[src/rtl/postadder_operand_fetch.sv]
// Burst read sequencer feeding postadder: issues operand RAM reads, tracks the fixed
// read latency with a tag pipeline and buffers {data, ctrl, last} in a FWFT FIFO.
//
// state | meaning
// IDLE  | cmd_ready high; waiting for a command (bad addresses only set cmd_err)
// ISSUE | one RAM read per cycle while credit allows; back to IDLE after last word
module postadder_operand_fetch #(
    parameter int DATA_W     = 272,
    parameter int ADDR_W     = 8,
    parameter int DEPTH      = 141,
    parameter int RD_LAT     = 3,
    parameter int FIFO_DEPTH = 8
) (
    input  logic              clk,
    input  logic              rstn,
    input  logic              cmd_valid,
    output logic              cmd_ready,
    input  logic [ADDR_W-1:0] cmd_addr,
    input  logic [7:0]        cmd_len,
    input  logic [14:0]       cmd_ctrl,
    output logic [ADDR_W-1:0] ram_addrb,
    input  logic [DATA_W-1:0] ram_doutb,
    output logic              out_valid,
    input  logic              out_ready,
    output logic [DATA_W-1:0] out_data,
    output logic [14:0]       out_ctrl,
    output logic              out_last,
    output logic              cmd_err,
    output logic              busy
);

    localparam int CTRL_W = 15;
    localparam int TAG_W  = CTRL_W + 1;
    localparam int CNT_W  = $clog2(FIFO_DEPTH + 1);
    localparam int PTR_W  = (FIFO_DEPTH > 1) ? $clog2(FIFO_DEPTH) : 1;

    typedef enum logic {
        IDLE  = 1'b0,
        ISSUE = 1'b1
    } state_t;

    state_t              state;
    logic [7:0]          remaining;
    logic [CTRL_W-1:0]   ctrl_q;
    logic [ADDR_W-1:0]   addr_next;
    logic                cmd_fire;
    logic                addr_bad;
    logic                credit;
    logic                issue;
    logic                push;
    logic                pop;
    logic [CNT_W-1:0]    inflight;
    logic [CNT_W-1:0]    fifo_count;
    logic [CNT_W:0]      outstanding;

    logic [RD_LAT-1:0]   pipe_vld;
    logic [TAG_W-1:0]    pipe_tag [RD_LAT];

    logic [DATA_W-1:0]   fifo_data [FIFO_DEPTH];
    logic [TAG_W-1:0]    fifo_tag  [FIFO_DEPTH];
    logic [PTR_W-1:0]    wr_ptr;
    logic [PTR_W-1:0]    rd_ptr;
    logic [TAG_W-1:0]    head_tag;

    always_comb begin
        cmd_fire    = cmd_valid && cmd_ready;
        addr_bad    = {1'b0, cmd_addr} >= (ADDR_W + 1)'(DEPTH);
        outstanding = {1'b0, fifo_count} + {1'b0, inflight};
        credit      = outstanding < (CNT_W + 1)'(FIFO_DEPTH);
        issue       = (state == ISSUE) && credit;
        addr_next   = (ram_addrb == ADDR_W'(DEPTH - 1)) ? '0 : ram_addrb + ADDR_W'(1);
        push        = pipe_vld[RD_LAT-1];
        pop         = out_valid && out_ready;
    end

    always_comb begin
        inflight = '0;
        for (int i = 0; i < RD_LAT; i++) begin
            inflight = inflight + CNT_W'(pipe_vld[i]);
        end
    end

    // ram_addrb doubles as the burst address pointer: the word issued in a cycle
    // is the one whose address is on the RAM port during that cycle.
    always_ff @(posedge clk or negedge rstn) begin
        if (!rstn) begin
            state     <= IDLE;
            cmd_ready <= 1'b0;
            ram_addrb <= '0;
            remaining <= '0;
            ctrl_q    <= '0;
            cmd_err   <= 1'b0;
        end else begin
            case (state)
                IDLE: begin
                    cmd_ready <= 1'b1;
                    if (cmd_fire) begin
                        if (addr_bad) begin
                            cmd_err <= 1'b1;
                        end else begin
                            ram_addrb <= cmd_addr;
                            remaining <= cmd_len;
                            ctrl_q    <= cmd_ctrl;
                            cmd_ready <= 1'b0;
                            state     <= ISSUE;
                        end
                    end
                end
                ISSUE: begin
                    if (issue) begin
                        ram_addrb <= addr_next;
                        remaining <= remaining - 8'd1;
                        if (remaining == 8'd0) begin
                            state     <= IDLE;
                            cmd_ready <= 1'b1;
                        end
                    end
                end
                default: begin
                    state     <= IDLE;
                    cmd_ready <= 1'b0;
                end
            endcase
        end
    end

    // Tag pipeline mirrors the RAM latency; a cleared valid discards stale RAM data.
    always_ff @(posedge clk or negedge rstn) begin
        if (!rstn) begin
            pipe_vld <= '0;
            for (int i = 0; i < RD_LAT; i++) begin
                pipe_tag[i] <= '0;
            end
        end else begin
            pipe_vld[0] <= issue;
            pipe_tag[0] <= {ctrl_q, remaining == 8'd0};
            for (int i = 1; i < RD_LAT; i++) begin
                pipe_vld[i] <= pipe_vld[i-1];
                pipe_tag[i] <= pipe_tag[i-1];
            end
        end
    end

    always_ff @(posedge clk or negedge rstn) begin
        if (!rstn) begin
            wr_ptr     <= '0;
            rd_ptr     <= '0;
            fifo_count <= '0;
        end else begin
            if (push) begin
                wr_ptr <= (wr_ptr == PTR_W'(FIFO_DEPTH - 1)) ? '0 : wr_ptr + PTR_W'(1);
            end
            if (pop) begin
                rd_ptr <= (rd_ptr == PTR_W'(FIFO_DEPTH - 1)) ? '0 : rd_ptr + PTR_W'(1);
            end
            case ({push, pop})
                2'b10:   fifo_count <= fifo_count + CNT_W'(1);
                2'b01:   fifo_count <= fifo_count - CNT_W'(1);
                default: fifo_count <= fifo_count;
            endcase
        end
    end

    always_ff @(posedge clk) begin
        if (push) begin
            fifo_data[wr_ptr] <= ram_doutb;
            fifo_tag[wr_ptr]  <= pipe_tag[RD_LAT-1];
        end
    end

    // Head entry is masked while empty so the outputs read as zero after reset.
    always_comb begin
        out_valid = fifo_count != '0;
        head_tag  = fifo_tag[rd_ptr];
        out_data  = out_valid ? fifo_data[rd_ptr] : '0;
        out_ctrl  = out_valid ? head_tag[TAG_W-1:1] : '0;
        out_last  = out_valid && head_tag[0];
        busy      = (state != IDLE) || (inflight != '0) || (fifo_count != '0);
    end

    a_no_overflow: assert property (@(posedge clk) disable iff (!rstn)
        !(push && (fifo_count == CNT_W'(FIFO_DEPTH)) && !pop));

endmodule
[config.mk]
export PLATFORM = sky130hd
export DESIGN_NAME = postadder_operand_fetch
export DESIGN_NICKNAME = d
export VERILOG_FILES = /design/src/rtl/postadder_operand_fetch.sv
export SDC_FILE = /design/constraint.sdc
export NUM_CORES = 2
export LEC_CHECK = 0
export BUFFER_PORTS_ARGS = -buffer_cell sky130_fd_sc_hd__buf_2
export CORE_AREA = 2 2 426 428
export DETAILED_ROUTE_END_ITERATION = 8
export DIE_AREA = 0 0 428 430
export PLACE_DENSITY = 0.69
export SYNTH_ARGS = -nofsm -noshare
export SYNTH_HDL_FRONTEND = slang
export SYNTH_SLANG_ARGS = --single-unit
[constraint.sdc]
create_clock -name clk -period 29.8 [get_ports clk]
set_input_delay 1.49 -clock clk [delete_from_list [all_inputs] [get_ports clk]]
set_output_delay 1.49 -clock clk [all_outputs]
set_load 0.1 [all_outputs]
## After elaboration in Yosys (flattened, before gate mapping)

Memory sizes are Yosys's and may differ from the RTL's.
Index checks and enable logic that the tools add are counted.

| operators by class | value |
|---|---|
| equal/unequal tests | 9 |
| bitwise operators | 2 |
| reductions and logical operators | 14 |
| $mul | 0 |
| add/sub/neg operators | 9 |
| multiplexer cells | 26 |
| $lt $le $gt $ge | 2 |
| shift operators | 0 |
| div/mod/pow operators | 0 |

Operators by type and width:

| kind | count |
|---|---|
| two-way mux 272 bit | 1 |
| two-way mux 8 bit | 7 |
| one-hot mux 8 bit (2 select lines) | 2 |
| two-way mux 15 bit | 1 |
| two-way mux 1 bit | 10 |
| AND reduction 3 bit | 3 |
| adder 8 x 1 -> 8 bit, second input constant | 1 |
| == test 8 bit, second input constant | 1 |
| >= comparator 8 bit, second input constant | 1 |
| zero test 8 bit | 1 |
| one-hot mux 4 bit (2 select lines) | 1 |
| nonzero test 4 bit | 2 |
| subtractor 8 x 1 -> 8 bit, second input constant | 1 |
| adder 3 x 1 -> 3 bit, second input constant | 2 |
| == test 3 bit, second input constant | 2 |
| two-way mux 3 bit | 2 |
| adder 4 x 4 -> 5 bit | 1 |
| less-than comparator 5 x 4 -> 1 bit, second input constant | 1 |
| adder 4 x 1 -> 4 bit, second input constant | 1 |
| logical AND 1 bit | 4 |
| inequality test 2 x 1 -> 1 bit, second input constant | 2 |
| inequality test 2 bit, second input constant | 2 |
| one-hot mux 1 bit (2 select lines) | 2 |
| subtractor 4 x 1 -> 4 bit, second input constant | 1 |
| other kinds (8) | 10 |

| storage, ports and cells | value |
|---|---|
| memories | 2 |
| register bits | 95 |
| logic and storage cells | 77 |
| output and inout bits | 300 |
| bits in latches | 0 |
| RAM bits | 2,304 |
| ROM bits | 0 |

Memories:

| memory | depth | bits a word | read ports | clocked after memory_dff | write ports | line | source |
|---|---|---|---|---|---|---|---|
| fifo_data | 8 | 272 | 1 | 0 | 1 | 59 | `logic [DATA_W-1:0] fifo_data [FIFO_DEPTH];` |
| fifo_tag | 8 | 16 | 1 | 0 | 1 | 60 | `logic [TAG_W-1:0] fifo_tag [FIFO_DEPTH];` |

## Logic depth before layout (Yosys ltp)

| depth | value |
|---|---|
| word-level depth | 7 |
| mapped depth | 12 |
| depth with buffers taken out | 11 |

## Least setup slack after synthesis

No wires, ideal clock.

| path | value |
|---|---|
| path type | register to register |
| start | reg wr_ptr[0] |
| end | mem fifo_data[0][0], enable pin |
| cell stages (with the launch flop) | 3 |
| buffers on the path | 0 |
| arrival | 19.956 ns |
| slack | 8.554 ns |
| cell sequence | dfrtp_1 -> nand2b_1 -> nor3_1 |

RTL lines:

| item | line | source |
|---|---|---|
| start: declaration | 61 | `logic [PTR_W-1:0] wr_ptr;` |
| start signal: assignment | 151 | `wr_ptr <= (wr_ptr == PTR_W'(FIFO_DEPTH - 1)) ? '0 : wr_ptr + PTR_W'(1);` |
| end: declaration | 59 |  |

No word-level cell before the write port.

## Worst setup path after layout

| path | value |
|---|---|
| start | reg rd_ptr[0] |
| end | out out_data[239] |

| between the ends | value |
|---|---|
| longest elaborated chain between the ends | 2 |

Ends and longest elaborated chain:

| item | line | source |
|---|---|---|
| start: declaration | 62 | `logic [PTR_W-1:0] rd_ptr;` |
| start signal: assignment | 154 | `rd_ptr <= (rd_ptr == PTR_W'(FIFO_DEPTH - 1)) ? '0 : rd_ptr + PTR_W'(1);` |
| memory read (8 x 272 bit) | n/a |  |
| two-way mux 272 bit | 175 | `out_data = out_valid ? fifo_data[rd_ptr] : '0;` |
| end: declaration | 25 | `output logic [DATA_W-1:0] out_data,` |

No other way between the ends.

==> reports/results.txt <==
class of the worst hold path -> reg2reg
outcome -> finished clean
Max FO, Critical Path -> 54
routability cong. -> 0.796
slew at the pin closest to its max-slew limit -> 1.16 ns
drt drc -> 0
Cell variety after synth -> 54
vias in the first global route -> 43900
most frequent CP cell -> buf_4
Max-Cap Viols -> 0
CTS tree -> yes
Fmax -> 155 MHz
worst r2r path cells -> 5
crit path launch -> rd_ptr[0]
post-layout minimum cycle time -> 6.47 ns
Total GRT Usage -> 21.0%
Max Transition Viols Final -> 0
Post-DRT Antenna Nets -> 0
initial antenna violation count -> 66
flop and latch count out of synthesis -> 2399
Vias/cell -> 5.79
RSZ-0062 raised after global routing -> no
syn nets -> 4296
FP Rows -> 156
Post-Syn Area -> 91100 um2
Mapped Cells -> 3975
Area Overhead vs Synth -> 14.3%
clock slew seen by the registers of the worst setup and hold paths -> 0.06 ns
share of cells above drive strength 1 -> 32.9%
Avg Inst Size Synth -> 22.9 um2
CTS H-tree depth -> 4
clock tree root buffer cell -> clkbuf_16
nets@finish -> 5002
clk buf depth -> 3
endpoints failing setup -> 0
final hold vios -> 0
startpoint types -> register
Post-CTS Setup Bufs -> 0
clk sinks -> 2399
drt wl/cell -> 26.5 um
setup_tns -> 0 ns
initial DRC count -> 3275
Initial Utilization -> 50.7%
Via Count -> 42100
first-pass GRT wire length -> 286000 um
crit end category -> output port
DPL Wire Length -> 104000 um
worst skew pair latency -> 0.87 ns
# hold bufs at CTS -> 0
post-cts sizing count -> 0
I/O pins -> 607
TritonRoute pass-1 iters -> 7
Syn. warnings -> 0
largest net degree at the start of global routing -> 159
port buffer count -> 606
DRT Wirelength -> 193000 um
core area -> 180000 um2
CP peak stage delay -> 0.93 ns
Setup CP Type -> reg2out
crit path to -> out_data[239]
register area share after synthesis -> 78.5%
worst clock skew -> 0.0511 ns
Die X -> 428 um
CP arrival -> 4.98 ns
reg2reg end -> fifo_data[4][179]
GRT overflow -> 0
CP cell instances -> buf_4, buf_4, mux4_2, mux2i_1, nor2_1, buf_2
CP max-delay cell -> buf_4
Reg-to-Reg Start -> pipe_vld[2]
die extent in y -> 430 um
flop-to-flop setup slack -> 25.07 ns
WP data required -> 28.31 ns
CTS Buf Count -> 229
Tcrit/Tclk final -> 21.7%
Slew headroom -> 22.5%
Die ar. -> 184000 um2
-- kinds of logic (layout without fill, tap and decap cells) --
logic type	Yosys count	count (layout)	synth area share, %
AO/OA/AOI/OAI	59	59	0.459
adder cells (fa/ha/maj)	14	14	0.209
XOR/XNOR	4	4	0.0385
AND/OR/NAND/NOR	413	413	1.83
buffers and inverters	215	1115	1.44
multiplexers	871	871	17.5
flip-flops	2399	2399	78.5
other	0	34	0
-- worst min path at each step --
stage                 start           end  slack [ns]  cells after the start
2_1_floorplan  pipe_tag[16]   pipe_tag[0]        0.33                      0
3_3_place_gp   pipe_tag[20]   pipe_tag[4]        0.33                      0
3_5_place_dp   pipe_tag[30]  pipe_tag[14]        0.33                      0
4_1_cts        pipe_tag[28]  pipe_tag[12]        0.33                      0
5_1_grt        pipe_tag[28]  pipe_tag[12]        0.34                      0
6_report       pipe_tag[28]  pipe_tag[12]        0.33                      0
-- critical path: cells and delay by family (launching register included) --
kind	cells	cell delay (ns)
buffers and inverters	3	2.12
flip-flops	1	0.91
multiplexers	2	0.78
AND/OR/NAND/NOR	1	0.11
-- stage by stage --
stage / hold slack [ns] / std cells / util (%) / setup slack [ns] / cell area [um2]
final: 0.327 / 7279 / 57.9 / 23.33 / 104000
after global routing: 0.337 / 7270 / 57.9 / 22.85 / 104000
after CTS: 0.335 / 7245 / 57.9 / 23.04 / 104000
after detailed placement: 0.335 / 6820 / 53.7 / 23.96 / 96600
after global placement: 0.333 / 6820 / 53.7 / 23.96 / 96600
after floorplan: 0.331 / 3975 / - / 8.55 / 91100
-- metal layers --
| metal | global-route usage [%] | share of wire (%) | vias up |
|---|---|---|---|
| li1 | - | - | 18000 |
| met1 | 27.2 | 40 | 22600 |
| met2 | 35.6 | 51 | 1244 |
| met3 | 4.06 | 5.7 | 353 |
| met4 | 7.80 | 3.3 | 32 |
| met5 | 0 | 0.11 | - |
-- cells in the final DEF (no fill, tap or decap), types with 12 or more instances in the layout --
| master | synthesis | layout |
|---|---|---|
| a21oi_1 | 12 | 12 |
| buf_2 | 96 | 605 |
| buf_4 | 4 | 59 |
| bufinv_16 | 0 | 22 |
| clkbuf_1 | 50 | 51 |
| clkbuf_16 | 0 | 230 |
| clkinv_1 | 0 | 44 |
| clkinv_2 | 0 | 43 |
| clkinvlp_4 | 0 | 13 |
| dfrtp_1 | 95 | 92 |
| diode_2 | 0 | 34 |
| edfxtp_1 | 2304 | 2304 |
| ha_1 | 12 | 12 |
| inv_1 | 14 | 14 |
| mux2i_1 | 292 | 292 |
| mux4_2 | 576 | 576 |
| nand2_1 | 62 | 62 |
| nand3_1 | 12 | 12 |
| nor2_1 | 309 | 303 |
-- synthesized netlist by cell type (all sizes together) --
| cell type | n | area share, % |
|---|---|---|
| nand2b | 3 | 0.021 |
| a21boi | 1 | 0.0082 |
| edfxtp | 2304 | 76 |
| inv | 15 | 0.062 |
| and4 | 1 | 0.0096 |
| o2111ai | 2 | 0.019 |
| dfrtp | 95 | 2.6 |
| nor4b | 1 | 0.026 |
| nand4 | 1 | 0.0069 |
| o2bb2ai | 3 | 0.029 |
| o211ai | 3 | 0.025 |
| nor2 | 310 | 1.3 |
| and3 | 6 | 0.043 |
| nor3b | 4 | 0.033 |
| or4 | 2 | 0.021 |
| clkbuf | 50 | 0.21 |
| ha | 12 | 0.16 |
| o32ai | 2 | 0.019 |
| o41ai | 1 | 0.018 |
| buf | 150 | 1.2 |
| a211oi | 2 | 0.030 |
| a22oi | 1 | 0.0082 |
| a21oi | 13 | 0.076 |
| mux4 | 576 | 14 |
| fa | 2 | 0.044 |
| nand3 | 12 | 0.066 |
| xnor2 | 2 | 0.019 |
| xor2 | 2 | 0.019 |
| a31oi | 1 | 0.0069 |
| o22ai | 2 | 0.014 |
| a21bo | 1 | 0.011 |
| mux2i | 292 | 3.2 |
| mux2 | 3 | 0.037 |
| nor3 | 7 | 0.038 |
| o311a | 5 | 0.056 |
| nand2 | 62 | 0.26 |
| a31o | 1 | 0.0096 |
| o21ai | 16 | 0.088 |
| a21o | 5 | 0.041 |
| nand3b | 1 | 0.0082 |
| nor4 | 3 | 0.027 |
-- registers in the layout, summed over array words and instances (netlist names) --
name	cells
cmd_err	1
cmd_ready	1
ctrl_q	15
fifo_count	4
fifo_data	2176
fifo_tag	128
pipe_tag	48
pipe_vld	3
ram_addrb	8
rd_ptr	3
remaining	8
state	1
wr_ptr	3
-- final cells by class --
type                       instances  area, um2
antenna                           34       85.1
clock buffer                     287       6030
clock inverter                   138       1460
fill                           13000      75600
inverter                          15       56.3
multi-input combinational       1361      18300
sequential                      2399      71600
tap                             2370       2970
timing repair buffer             675       3690
Power is not shown: default switching activity piles up to over one toggle a cycle in this logic, so the estimate is an artifact.
